File: config.mk
export PLATFORM = sky130hd
export DESIGN_NAME = algo_frame_monitor
export DESIGN_NICKNAME = d
export VERILOG_FILES = /design/src/rtl/algo_frame_monitor.sv
export SDC_FILE = /design/constraint.sdc
export NUM_CORES = 1
export LEC_CHECK = 0
export CAP_MARGIN = 20
export CORE_ASPECT_RATIO = 0.7
export CORE_UTILIZATION = 50
export CTS_CLUSTER_DIAMETER = 100
export DETAILED_ROUTE_END_ITERATION = 10
export PLACE_DENSITY = 0.67
export SLEW_MARGIN = 20
export SYNTH_ARGS = -nofsm -noshare
export SYNTH_HDL_FRONTEND = slang
export SYNTH_SLANG_ARGS = --single-unit
File: constraint.sdc
create_clock -name clk -period 32.5 [get_ports clk]
set_input_delay 3.25 -clock clk [delete_from_list [all_inputs] [get_ports clk]]
set_output_delay 3.25 -clock clk [all_outputs]
set_load 0.03 [all_outputs]
File: src/rtl/algo_frame_monitor.sv
// -----------------------------------------------------------------------------
// algo_frame_monitor
//   Inline receiver/checker for the algorithm result stream. A frame is
//   HDR_WORDS header words, then CH_WORDS channel words, then RECON_WORDS
//   recon words (167 words of 32 bit by default). The Avalon-ST stream passes
//   through combinationally with zero latency, and the monitor never stalls it.
//   The monitor parses the framing and counts good and bad frames. It keeps a
//   snapshot of the header and recon words of the last good frame, which the
//   host reads through a small Avalon-MM CSR block.
//
//   Optional feature macro: FRAME_MON_CHECKSUM_EN
//     defined   -> chk (CSR 11) = XOR of the channel words of the last good frame
//     undefined -> no XOR logic, CSR 11 reads 0
//
// Ports
//   clk, rst                 clock, asynchronous active-high reset
//   data_in_*                ST sink (data/valid/empty/sop/eop), ready = to_udp_ready
//   to_udp_*                 ST source, combinational copy of the sink
//   csr_address/read/write   CSR word address and strobes
//   csr_writedata            CSR write data (addr 0 bit0 = clear counters)
//   csr_readdata             CSR read data, registered, read latency 1
//   frame_done               one-cycle pulse when a good frame is committed
//
// CSR map: 0 status {29'b0, state[1:0], in_frame}, 1 good_cnt, 2 err_len,
//          3 err_sop, 4-6 header[0..2], 7-10 recon[0..3], 11 chk, 12 last_len
// -----------------------------------------------------------------------------
module algo_frame_monitor #(
    parameter int HDR_WORDS   = 3,
    parameter int CH_WORDS    = 160,
    parameter int RECON_WORDS = 4
) (
    input  logic        clk,
    input  logic        rst,
    input  logic [31:0] data_in_data,
    output logic        data_in_ready,
    input  logic        data_in_valid,
    input  logic [1:0]  data_in_empty,
    input  logic        data_in_startofpacket,
    input  logic        data_in_endofpacket,
    output logic [31:0] to_udp_data,
    output logic        to_udp_valid,
    output logic [1:0]  to_udp_empty,
    output logic        to_udp_startofpacket,
    output logic        to_udp_endofpacket,
    input  logic        to_udp_ready,
    input  logic [3:0]  csr_address,
    input  logic        csr_read,
    output logic [31:0] csr_readdata,
    input  logic        csr_write,
    input  logic [31:0] csr_writedata,
    output logic        frame_done
);
    localparam int FRAME_LEN = HDR_WORDS + CH_WORDS + RECON_WORDS;
    localparam int WCNT_W    = $clog2(FRAME_LEN);

    // HDR/CH/RECON phases are all S_FRAME; the phase is implied by wcnt.
    typedef enum logic [1:0] {
        S_IDLE    = 2'd0,
        S_FRAME   = 2'd1,
        S_DISCARD = 2'd2
    } state_t;

    state_t              state;
    logic [WCNT_W-1:0]   wcnt;
    logic [31:0]         hdr_sh [HDR_WORDS];
    logic [31:0]         rec_sh [RECON_WORDS];
    logic [31:0]         hdr_q  [HDR_WORDS];
    logic [31:0]         rec_q  [RECON_WORDS];
    logic [31:0]         good_cnt, err_len, err_sop, last_len;
`ifdef FRAME_MON_CHECKSUM_EN
    logic [31:0]         chk_run, chk_q;
`endif

    logic beat, sop, eop, at_last, in_frame, clr;
    logic sop_err, len_err, good_eop;

    // Zero-latency pass-through.
    assign to_udp_data          = data_in_data;
    assign to_udp_valid         = data_in_valid;
    assign to_udp_empty         = data_in_empty;
    assign to_udp_startofpacket = data_in_startofpacket;
    assign to_udp_endofpacket   = data_in_endofpacket;
    assign data_in_ready        = to_udp_ready;

    assign beat     = data_in_valid & to_udp_ready;
    assign sop      = data_in_startofpacket;
    assign eop      = data_in_endofpacket;
    assign at_last  = (wcnt == WCNT_W'(FRAME_LEN - 1));
    assign in_frame = (state == S_FRAME);
    assign clr      = csr_write && (csr_address == 4'd0) && csr_writedata[0];

    // Counter events for the current beat. An SOP always restarts a frame, so
    // SOP+EOP is an early EOP regardless of the previous state.
    always_comb begin
        sop_err  = 1'b0;
        len_err  = 1'b0;
        good_eop = 1'b0;
        if (beat) begin
            if (sop) begin
                sop_err = (state != S_IDLE);
                len_err = eop;
            end else if (state == S_IDLE) begin
                sop_err = 1'b1;
            end else if (state == S_FRAME) begin
                len_err  = (eop != at_last);
                good_eop = eop && at_last;
            end
        end
    end

    always_ff @(posedge clk or posedge rst) begin
        if (rst) begin
            state      <= S_IDLE;
            wcnt       <= '0;
            frame_done <= 1'b0;
            good_cnt   <= '0;
            err_len    <= '0;
            err_sop    <= '0;
            last_len   <= '0;
            for (int i = 0; i < HDR_WORDS; i++) begin
                hdr_sh[i] <= '0;
                hdr_q[i]  <= '0;
            end
            for (int i = 0; i < RECON_WORDS; i++) begin
                rec_sh[i] <= '0;
                rec_q[i]  <= '0;
            end
`ifdef FRAME_MON_CHECKSUM_EN
            chk_run    <= '0;
            chk_q      <= '0;
`endif
        end else begin
            frame_done <= good_eop;

            // Commit one cycle after the good EOP beat. The shadow copy still
            // holds the finished frame even if a new SOP arrives this cycle.
            if (frame_done) begin
                hdr_q    <= hdr_sh;
                rec_q    <= rec_sh;
                last_len <= 32'(FRAME_LEN);
`ifdef FRAME_MON_CHECKSUM_EN
                chk_q    <= chk_run;
`endif
            end

            // A host clear beats any increment in the same cycle.
            if (clr)           good_cnt <= '0;
            else if (frame_done) good_cnt <= good_cnt + 32'd1;
            if (clr)           err_len <= '0;
            else if (len_err)  err_len <= err_len + 32'd1;
            if (clr)           err_sop <= '0;
            else if (sop_err)  err_sop <= err_sop + 32'd1;

            if (beat) begin
                if (sop) begin
                    hdr_sh[0] <= data_in_data;
`ifdef FRAME_MON_CHECKSUM_EN
                    chk_run   <= '0;
`endif
                    if (eop) begin
                        state    <= S_IDLE;
                        wcnt     <= '0;
                        last_len <= 32'd1;
                    end else begin
                        state <= S_FRAME;
                        wcnt  <= WCNT_W'(1);
                    end
                end else begin
                    case (state)
                        S_FRAME: begin
                            for (int i = 0; i < HDR_WORDS; i++)
                                if (wcnt == WCNT_W'(i)) hdr_sh[i] <= data_in_data;
                            for (int i = 0; i < RECON_WORDS; i++)
                                if (wcnt == WCNT_W'(HDR_WORDS + CH_WORDS + i)) rec_sh[i] <= data_in_data;
`ifdef FRAME_MON_CHECKSUM_EN
                            if (wcnt >= WCNT_W'(HDR_WORDS) && wcnt < WCNT_W'(HDR_WORDS + CH_WORDS))
                                chk_run <= chk_run ^ data_in_data;
`endif
                            if (eop) begin
                                state <= S_IDLE;
                                wcnt  <= '0;
                                if (!at_last) last_len <= 32'(wcnt) + 32'd1;
                            end else if (at_last) begin
                                state <= S_DISCARD;
                                wcnt  <= '0;
                            end else begin
                                wcnt <= wcnt + WCNT_W'(1);
                            end
                        end
                        S_DISCARD: begin
                            if (eop) state <= S_IDLE;
                        end
                        default: ;
                    endcase
                end
            end
        end
    end

    // Registered CSR read; the data holds while csr_read is low.
    always_ff @(posedge clk or posedge rst) begin
        if (rst) begin
            csr_readdata <= '0;
        end else if (csr_read) begin
            case (csr_address)
                4'd0:    csr_readdata <= {29'b0, state, in_frame};
                4'd1:    csr_readdata <= good_cnt;
                4'd2:    csr_readdata <= err_len;
                4'd3:    csr_readdata <= err_sop;
                4'd4:    csr_readdata <= hdr_q[0];
                4'd5:    csr_readdata <= hdr_q[1];
                4'd6:    csr_readdata <= hdr_q[2];
                4'd7:    csr_readdata <= rec_q[0];
                4'd8:    csr_readdata <= rec_q[1];
                4'd9:    csr_readdata <= rec_q[2];
                4'd10:   csr_readdata <= rec_q[3];
`ifdef FRAME_MON_CHECKSUM_EN
                4'd11:   csr_readdata <= chk_q;
`endif
                4'd12:   csr_readdata <= last_len;
                default: csr_readdata <= '0;
            endcase
        end
    end
endmodule

# ---- Word-level counts from Yosys, hierarchy flattened
# Cells that the tools add are included.
# W data, S select, Z words.
dict set report op_classes {
  add_sub_neg 5
  n_eq_ne 22
  n_mux 41
  n_bitwise 2
  n_reduce_logical 22
}
# op count
set op_table {}
lappend op_table {{$mux W32} 17}
lappend op_table {{$pmux W32 S12} 1}
lappend op_table {{$add A32 B1 Y32 const B} 3}
lappend op_table {{$mux W96} 1}
lappend op_table {{$eq A8 B8 Y1 const B} 4}
lappend op_table {{$mux W8} 4}
lappend op_table {{$reduce_and A4 Y1} 7}
lappend op_table {{$eq A4 B3 Y1 const B} 4}
lappend op_table {{$eq A4 B4 Y1 const B} 4}
lappend op_table {{$mux W1} 13}
lappend op_table {{$reduce_bool A2 Y1} 6}
lappend op_table {{$add A8 B1 Y9 const B} 1}
lappend op_table {{$add A8 B1 Y8 const B} 1}
lappend op_table {{$eq A4 B2 Y1 const B} 2}
lappend op_table {{$eq A8 B1 Y1 const B} 1}
lappend op_table {{$eq A8 B2 Y1 const B} 1}
lappend op_table {{$logic_not A8 Y1} 1}
lappend op_table {{$mux W2} 4}
lappend op_table {{$eq A4 B1 Y1 const B} 1}
lappend op_table {{$logic_not A4 Y1} 1}
lappend op_table {{$ne A4 B4 Y1 const B} 1}
lappend op_table {{$pmux W2 S2} 1}
lappend op_table {{$logic_and A1 B1 Y1} 3}
lappend op_table {{$ne A3 B3 Y1 const B} 1}
lappend op_table {{other kinds (9)} 9}
dict set report totals {
  reg_bits 619
  inputBits 78
  output_inout_bits 71
  wordCells 114
}

# ---- Longest topological paths before layout
dict set report logic_depth {
  ltp_word 8
  mapped_depth 10
}

# ---- Worst setup path before layout
# OpenSTA, ideal clock, no wires.
dict set report synth_path {
  path_kind {input to output}
  from {input port to_udp_ready}
  to {output port data_in_ready}
  arrival_time_ps 3395
  required_ps 29250
  path_slack_ps 25855
  path_stages 1
  n_path_buf 1
  path_cell_list {buf_4}
}
# element line_no
set synth_rtl {}
lappend synth_rtl {{from (decl)} 45} ;# input logic to_udp_ready,
lappend synth_rtl {{to (decl)} 35} ;# output logic data_in_ready,
# No word-level cell between the ends.

# ---- Worst setup path in the final report
dict set report layout_path {
  from {input port data_in_startofpacket}
  to {output port to_udp_startofpacket}
}
# element line_no
set layout_rtl {}
lappend layout_rtl {{from (decl)} 38} ;# input logic data_in_startofpacket,
lappend layout_rtl {{to (decl)} 43} ;# output logic to_udp_startofpacket,
# No word-level cell between the ends.

==> flow_summary.ini <==
[run_status]
status = complete, no violations

[global_routing]
first_global_vias = 18000
grt_usage_pct = 27.6
grt_pass1_wl_um = 114000
grt_overflow = 0
antenna_found_initial = 0
grt_max_degree = 166

[critical_path]
cp_common_cell = clkdlybuf4s50_1
worstPathRequired_ns = 29.25
crit_chain = clkdlybuf4s50_1 > clkdlybuf4s50_1
path_buf_inv = 2
start_kind = input pin
max_stage_delay_ns = 0.78
r2r-start = state[1]$_DFFE_PP0P_
cp_top_family = buffers and inverters
critPathLaunch = data_in_startofpacket
cp_max_fo = 13
reg2reg_slack_ns = 29.13
critical_path_class = in -> out
crit_slowest_cell = clkdlybuf4s50_1
cp-end-kind = primary output
cp_data_arrival_time_ns = 4.80

[logic_synthesis]
synth_cell_types = 66
syn_inst = 2109
synth-seq-cells = 619
synth_fp_nets = 2194
synth_seq_area_share_pct = 57.5
ys_warn_count = 0
synth_ff_type = dfrtp_1
synthesis.area_sq_um = 26900
synth-edff-count = 0
postSynthAreaPerCell_sq_um = 12.8
synthArstFlopShare_pct = 100

[floorplan]
die-area_sq_um = 54800
num_rows = 70
start_util_pct = 51.1
die_y_um = 196
die_x_um = 279
pin_count = 149
core_sq_um = 52700

[final_layout]
final_common_cell = dfrtp_1
drive_gt1_share_pct = 28.8
nets = 2253
fillers = 4206
area_growth_syn_to_layout_pct = 14.9
mostFrequentLayoutCells = dfrtp_1, mux2_2, clkdlybuf4s50_1

[sta]
slew_headroom_pct = 18.5
worstMarginPinSlew_ns = 1.22
setup_viol = 0
max_freq_mhz = 124
hold_violations = 0
rsz0062_at_grt = false
finalSetupTns_ns = 0
period_needed_ns = 8.05
finalCritPeriodShare_pct = 24.8
maxSlewViolCount = 0
clock_skew_ns = 0.0238
hold_ws_ns = 0.491

[power]
powerDensity_nw_per_um2 = 57.3
seq_power_share_pct = 48.4
p_int_mw = 1.35
power_switching_uw = 428
p_sw_share_pct = 24.1
peakVddDrop_mv = 0.0428
leakage_nw = 14.3
power_frac_clock_pct = 43.6
p_comb_share_pct = 8.0

[placement]
dpl.hpwl_um = 47400
place_congestion = 0.875
port_buffers = 113

[detailed_routing]
ant_nets = 0
route.vias.total = 18300
wire_per_inst_um = 25.4
wl_um = 74600
drc = 0
first_pass_iters = 6
drtIter0Drc = 1955
vias_per_cell = 6.22

[cts]
cts_tree = built
post_cts.repair.setup_buffers = 0
cts_buffer_depth = 3
root_buffer = clkbuf_16
cts_resized = 0
numCtsBuffers = 59
cts_hold_buf = 0
cts_sinks = 619
clk_latency_ns = 0.64
clk_pin_slew_ns = 0.06
ctsHtreeMaxLevel = 2

[min_path]
min_from = last_len[17]$_DFF_PP0_
hp-class = reg -> reg

[run]
drv_cap = 0
metrics by stage:
| stage | power [mW] | util (%) | instance area, sq um | cells | worst slack, ns |
|---|---|---|---|---|---|
| 4_1_cts | 1.78 | 58.7 | 30900 | 2938 | 24.46 |
| 3_5_place_dp | 1.01 | 54.5 | 28700 | 2827 | 24.46 |
| 5_1_grt | 1.83 | 58.7 | 31000 | 2938 | 24.43 |
| 6_report | 1.78 | 58.7 | 31000 | 2939 | 24.45 |
| 3_3_place_gp | 1.00 | 54.5 | 28700 | 2826 | 24.48 |
| 2_1_floorplan | 0.955 | - | 26900 | 2109 | 11.92 |
state kept, by name, summed over array words and instances (netlist names):
signal / cells
csr_readdata: 32
err_len: 32
err_sop: 32
frame_done: 1
good_cnt: 32
hdr_q: 96
hdr_sh: 96
last_len: 32
rec_q: 128
rec_sh: 128
state: 2
wcnt: 8
kinds of logic (layout without fill, tap and decap cells):
kind of cell | Yosys count | count (layout) | share of synthesized area (%)
AOI/OAI and AO/OA | 335 | 335 | 9.16
xor gates and xnor gates | 62 | 62 | 2.02
adders and majority gates | 7 | 7 | 0.325
buffers and inverters | 214 | 323 | 3.57
DFF | 619 | 619 | 57.5
muxes | 464 | 464 | 19.3
other | 0 | 1 | 0
and+or+nand+nor | 408 | 408 | 8.10
final timing paths:
kind | end | depth (start not counted)
setup / recovery | to_udp_startofpacket | 2
hold reg to reg | last_len[17]$_DFF_PP0_ | 1
max in group asynchronous | csr_readdata[28]$_DFFE_PP0P_ | 5
setup reg to reg | hdr_sh[1]$_DFFE_PP0P_ | 5
hold / removal | last_len[17]$_DFF_PP0_ | 1
min in group asynchronous | rec_sh[68]$_DFFE_PP0P_ | 2
per-layer routing:
| metal | GRT usage [%] | vias up | routed length (um) |
|---|---|---|---|
| met5 | 0 | - | 0 |
| met4 | 8.24 | 0 | 1950 |
| met3 | 5.72 | 116 | 5880 |
| met2 | 40.4 | 680 | 32600 |
| met1 | 41.3 | 9603 | 34100 |
| li1 | - | 7871 | - |
power by group through the flow:
stage	sequential (mW)	clock [mW]	combinational (mW)
after floorplan	0.862	0	0.0931
after global placement	0.868	0	0.137
after detailed placement	0.872	0	0.142
after CTS	0.858	0.783	0.142
after global routing	0.864	0.816	0.154
final	0.859	0.774	0.142
synthesized netlist by cell type (all sizes together) (4+ instances only):
master     n  share of area [%]
nor2b      8               0.19
inv       49               0.68
o211ai     8               0.22
nor4bb     8               0.30
buf       50                1.3
o31ai      9               0.25
or4       12               0.33
o2111ai    4               0.13
and2      30               0.70
and4      11               0.36
xnor2     25               0.81
xor2      37                1.2
nand2     68               0.95
a41o       5               0.19
a22o      34                1.1
a221oi    19               0.62
a32o       4               0.15
a22oi     63                1.8
nand3     56                1.0
ha         7               0.33
o22ai     31               0.72
nor4b      4               0.15
or3       16               0.39
nor3      13               0.24
mux2i     11               0.41
o2bb2ai    4               0.13
nor2      97                1.4
clkbuf   115                1.6
nand4     32               0.74
a211oi     9               0.29
a222oi    31                1.2
dfrtp    619                 57
mux2     453                 19
nor4       8               0.19
and3      30               0.70
o21ai     54                1.0
a21oi     35               0.66
final cells by class:
type | instances | area, sq um | area share (%)
sequential | 619 | 15500 | 50.0
timing repair buffer | 163 | 1510 | 4.88
multi-input combinational | 1276 | 10700 | 34.4
clock buffer | 80 | 1700 | 5.48
tap | 720 | 901 | 2.91
inverter | 49 | 191 | 0.618
clock inverter | 31 | 504 | 1.63
antenna | 1 | 2.50 | 0.00808
Power figures use the tool's default switching activity.
